--- src/rtl/branch_unit.sv ---
// ---------------------------------------------------------------------------
// branch_unit
//
// Execute-stage branch resolver for the 16-bit pipelined processor.
// It resolves BEQ/BNE conditional branches and jump-register instructions.
// It compares the resolved outcome against the fetch-stage prediction.
// It produces the correct next-fetch address and a flush request.
// Two saturating counters record resolved conditional branches and mispredictions.
//
// Ports
//   clk              in   system clock; the counters update on the rising edge
//   rst_n            in   synchronous active-low reset; clears the counters only
//   BranchTaken      in   fetch-stage prediction (1 = predicted taken)
//   Branch           in   instruction is a conditional branch
//   BEQ_BNE          in   0 = BEQ (take on Zero), 1 = BNE (take on !Zero)
//   Zero             in   ALU zero flag from the comparison
//   JumpReg          in   instruction is a jump-register
//   PC               in   fall-through address (PC of the following instruction)
//   Imm              in   sign-extended two's-complement branch offset
//   RegData          in   jump-register target
//   ShouldBranch     out  control transfer required (combinational)
//   PredictionMiss   out  conditional outcome differs from prediction (comb.)
//   Flush            out  squash younger instructions / redirect (comb.)
//   BranchTargetAddr out  correct next fetch address (combinational)
//   BranchCount      out  resolved conditional branches, saturating (registered)
//   MissCount        out  mispredictions, saturating (registered)
// ---------------------------------------------------------------------------
module branch_unit #(
    parameter int WIDTH = 16
) (
    input  logic             clk,
    input  logic             rst_n,
    input  logic             BranchTaken,
    input  logic             Branch,
    input  logic             BEQ_BNE,
    input  logic             Zero,
    input  logic             JumpReg,
    input  logic [WIDTH-1:0] PC,
    input  logic [WIDTH-1:0] Imm,
    input  logic [WIDTH-1:0] RegData,
    output logic             ShouldBranch,
    output logic             PredictionMiss,
    output logic             Flush,
    output logic [WIDTH-1:0] BranchTargetAddr,
    output logic [WIDTH-1:0] BranchCount,
    output logic [WIDTH-1:0] MissCount
);

    localparam logic [WIDTH-1:0] CNT_MAX = '1;

    logic             cond;
    logic             cond_taken;
    logic             cond_branch;
    logic [WIDTH-1:0] taken_addr;

    logic [WIDTH-1:0] branch_cnt_q, branch_cnt_d;
    logic [WIDTH-1:0] miss_cnt_q,   miss_cnt_d;

    // ------------------------------------------------------------------
    // Outcome resolution (purely combinational, same-cycle)
    // ------------------------------------------------------------------
    always_comb begin
        cond        = BEQ_BNE ? ~Zero : Zero;
        cond_taken  = Branch & cond;
        // A jump-register suppresses the conditional-branch interpretation.
        cond_branch = Branch & ~JumpReg;
        // The sum is truncated to WIDTH bits, so the addition wraps.
        taken_addr  = PC + Imm;

        ShouldBranch   = JumpReg | cond_taken;
        PredictionMiss = cond_branch & (cond ^ BranchTaken);
        // Jump-registers are never predicted, so they always redirect.
        Flush          = PredictionMiss | JumpReg;

        // The fall-through PC is needed to recover from a predicted-taken
        // branch that resolved not-taken.
        if (JumpReg) begin
            BranchTargetAddr = RegData;
        end else if (cond_taken) begin
            BranchTargetAddr = taken_addr;
        end else begin
            BranchTargetAddr = PC;
        end
    end

    // ------------------------------------------------------------------
    // Saturating statistics counters
    // ------------------------------------------------------------------
    always_comb begin
        branch_cnt_d = branch_cnt_q;
        miss_cnt_d   = miss_cnt_q;
        if (cond_branch && (branch_cnt_q != CNT_MAX)) begin
            branch_cnt_d = branch_cnt_q + 1'b1;
        end
        if (PredictionMiss && (miss_cnt_q != CNT_MAX)) begin
            miss_cnt_d = miss_cnt_q + 1'b1;
        end
    end

    // Reset has priority over an increment on the same edge.
    always_ff @(posedge clk) begin
        if (!rst_n) begin
            branch_cnt_q <= '0;
            miss_cnt_q   <= '0;
        end else begin
            branch_cnt_q <= branch_cnt_d;
            miss_cnt_q   <= miss_cnt_d;
        end
    end

    assign BranchCount = branch_cnt_q;
    assign MissCount   = miss_cnt_q;

endmodule

--- config.mk ---
export PLATFORM = sky130hd
export DESIGN_NAME = branch_unit
export DESIGN_NICKNAME = d
export VERILOG_FILES = /design/src/rtl/branch_unit.sv
export SDC_FILE = /design/constraint.sdc
export NUM_CORES = 1
export LEC_CHECK = 0
export ABC_AREA = 1
export CAP_MARGIN = 20
export CELL_PAD_IN_SITES_DETAIL_PLACEMENT = 0
export CELL_PAD_IN_SITES_GLOBAL_PLACEMENT = 1
export CORE_ASPECT_RATIO = 0.8
export CORE_MARGIN = 3
export CORE_UTILIZATION = 33
export CTS_CLUSTER_SIZE = 30
export DETAILED_ROUTE_END_ITERATION = 6
export PLACE_DENSITY = 0.91
export SLEW_MARGIN = 25
export SYNTH_ARGS = -nofsm -noshare
export SYNTH_HDL_FRONTEND = slang
export SYNTH_SLANG_ARGS = --single-unit
--- constraint.sdc ---
create_clock -name clk -period 3.65 [get_ports clk]
set_input_delay 0.73 -clock clk [delete_from_list [all_inputs] [get_ports clk]]
set_output_delay 0.73 -clock clk [all_outputs]
set_load 0.01 [all_outputs]
==> out/metrics.cfg, run 1 <==
[run_status]
outcome = complete, no violations

[sta]
slew-limit-headroom = 0.632
max_slew.worst_pin.slew_ns = 0.548
rsz0062_at_grt = false
hold_viol = 0
slew_violations = 0
finalClockSkew_ns = 0.00709
whs_ns = 0.497
timing.fmax_ghz = 0.285
timing.final.crit_period_ns = 3.51
final.period_utilization = 0.963
setup_viol_count_final = 0

[drt]
drc = 0
drt_wl_total_microns = 9490
drt-wirelength-per-cell_microns = 12.4
via_per_inst = 4.84
vias = 3718
drt_pre_antenna_iters = 4
drt-initial-drc-count = 197
ant_nets = 0

[setup_path]
startpoint = PC[2]
endpoint_kind = output port
setup.worst_path.end = BranchTargetAddr[3]
startpoint_type = input pin
cpPeakStageDelay_ns = 0.55
crit_chain = clkdlybuf4s50_1 > ha_1 > or2_2 > nand2_1 > xnor2_1 > nand2_1 > a21oi_1 > clkdlybuf4s50_1
crit_path_max_fanout = 3
rr_worst_depth = 10
reg2reg_to = MissCount[9]
reg2reg_slack_ns = 1.64
r2r_start = MissCount[0]
slowest_stage = clkdlybuf4s50_1
cp.depth = 8
worstSetupPathType = input pin to output port
critPathArrivalTime_ns = 2.78
critPathTopFamily = buffers and inverters
critPathRequiredTime_ns = 2.92
worst-path-buf-inv = 2

[job]
maxCapViolations = 0

[finish]
finalNonFillerCells = 768
area_delta_synth_final_pct = 43.4
drive_above_1_share = 0.0488
diodes = 0
nets = 729

[synth]
synth-seq-area-share = 0.207
yosys_warnings = 0
synth.area.top_cells = nand2_1 (24%), dfxtp_1 (21%), inv_1 (8.9%), nand3_1 (7.0%), ha_1 (6.9%)
synth.distinct_cells = 32
avgSynthCellArea_sq_um = 5.66
yosysTopAreaCell = nand2_1
netlist_top_cells_count = nand2_1 (194), inv_1 (73), nor2_1 (51)
ys_async_sr_fraction = 0
ys.flop_type = dfxtp_1
ys_ff_latch = 32
synth_top_area_frac = 0.235
synth_area_sq_um = 3090
synth_nets = 619
synthCells = 546
synth_edf_count = 0
synth.most_common_cell = nand2_1

[floorplanning]
rows = 30
die_w_microns = 114
core_area_sq_um = 8780
die_h_microns = 92.6
ios = 106
start_util = 0.352
die_area_sq_um = 10600

[clock_tree]
cts_sinks = 32
cts_tree = built
clockBufferDepth = 2
cts_buffers = 5
cts.clk_slew.worst_paths_ns = 0.05
cts_root_buffer = clkbuf_16
cts_setup_buffers = 0
clk_latency_ns = 0.27
cts_max_level = 2

[grt]
grt_pass1_vias = 3353
grt_pass1_wl_microns = 15800
grt-ovfl-total = 0
antenna_found_initial = 0
track_usage = 0.178
grt_max_degree = 30

[placed_design]
placed_cells = 761
dp_hpwl_microns = 7850
gp_congestion = 0.901
port_buffers = 105

[power]
power.density_nw_per_um2 = 246
power_mw = 1.09
max-vdd-ir-drop_v = 0.000238
leakagePower_nw = 1.99

[min_path]
holdCritPathClass = flop to flop

## registers in the layout, indices dropped and copies added (netlist names)
register	flops
MissCount	16
BranchCount	16
## metal layers
| layer | wire [microns] | share of wire | global-route usage |
|---|---|---|---|
| met1 | 4850 | 0.51 | 0.266 |
| met5 | 0 | 0 | 0 |
| met3 | 636 | 0.067 | 0.0366 |
| met2 | 3970 | 0.42 | 0.268 |
| met4 | 42 | 0.0044 | 0.0237 |
## cell families after synthesis
| kind of cell | Yosys count | synth area share |
|---|---|---|
| buffers and inverters | 88 | 0.117 |
| AOI/OAI and AO/OA | 66 | 0.114 |
| xor gates and xnor gates | 14 | 0.0396 |
| and+or+nand+nor | 328 | 0.447 |
| DFF | 32 | 0.207 |
| adders and majority gates | 18 | 0.0752 |
## layout make-up
| class | count | area, sq um |
|---|---|---|
| Fill cell | 943 | 4350 |
| Multi-Input combinational cell | 426 | 2100 |
| Timing Repair Buffer | 115 | 1130 |
| Sequential cell | 32 | 641 |
| Inverter | 76 | 287 |
| Tap cell | 112 | 140 |
| Clock buffer | 6 | 129 |
| Clock inverter | 1 | 5.00 |
## how the worst min path moves through the flow
stage,from,endpoint,slack [ns],cells after the start
global placement,BranchCount[0],BranchCount[0],0.48,1
global route,BranchCount[0],BranchCount[0],0.52,1
detailed placement,MissCount[13],MissCount[13],0.49,2
floorplan,BranchCount[0],BranchCount[0],0.50,1
finish,MissCount[13],MissCount[13],0.50,2
CTS,MissCount[13],MissCount[13],0.50,2
## worst register-to-register path: cells and delay by family, from the launching register on
family | cells | cell delay (ns)
AOI/OAI and AO/OA | 1 | 0.16
and+or+nand+nor | 5 | 0.63
buffers and inverters | 3 | 0.42
adders and majority gates | 1 | 0.29
DFF | 1 | 0.43
## per-stage QoR
step | util | setup WS [ns] | setup TNS [ns] | instance area, sq um
after floorplan | - | 0.899 | 0 | 3090
after global placement | 0.489 | -0.113 | -0.697 | 4300
after detailed placement | 0.489 | -0.178 | -1.06 | 4300
after CTS | 0.503 | 0.0187 | 0 | 4420
after global routing | 0.505 | 0.00308 | 0 | 4430
final | 0.505 | 0.136 | 0 | 4430
## layout by cell type, fill, tap and decap left out, drive strengths merged, types with 6 or more instances in the layout
cell | synthesis | final
nand2 | 195 | 195
clkdlybuf4s50 | 0 | 92
inv | 74 | 74
nor2 | 55 | 55
nand3 | 45 | 45
a21oi | 34 | 34
dfxtp | 32 | 32
o21ai | 22 | 22
ha | 17 | 17
nor3 | 15 | 15
dlygate4sd2 | 0 | 11
buf | 7 | 10
o21a | 8 | 8
xor2 | 8 | 8
xnor2 | 6 | 6
clkbuf | 5 | 6
## power by group
part	internal, mW	switching, mW
Sequential	0.353	0.00412
Clock	0.247	0.138
Combinational	0.169	0.181
## what timing repair did
item,CTS,global route
endpoints found under the setup margin,11,8
gates resized for setup,11,6
endpoints found under the hold margin,0,0
hold buffers,0,0
(Power assumes the default switching activity.)
==> inputs of run 2 (changes only) <==
--- a/config.mk
+++ b/config.mk
@@ -12,6 +12,7 @@
 export CORE_ASPECT_RATIO = 0.8
 export CORE_MARGIN = 3
 export CORE_UTILIZATION = 33
+export CTS_CLUSTER_DIAMETER = 120
 export CTS_CLUSTER_SIZE = 30
 export DETAILED_ROUTE_END_ITERATION = 6
 export PLACE_DENSITY = 0.91
==> results of run 2 <==
No change in the layout: final DEF, timing and power equal those of run 1.
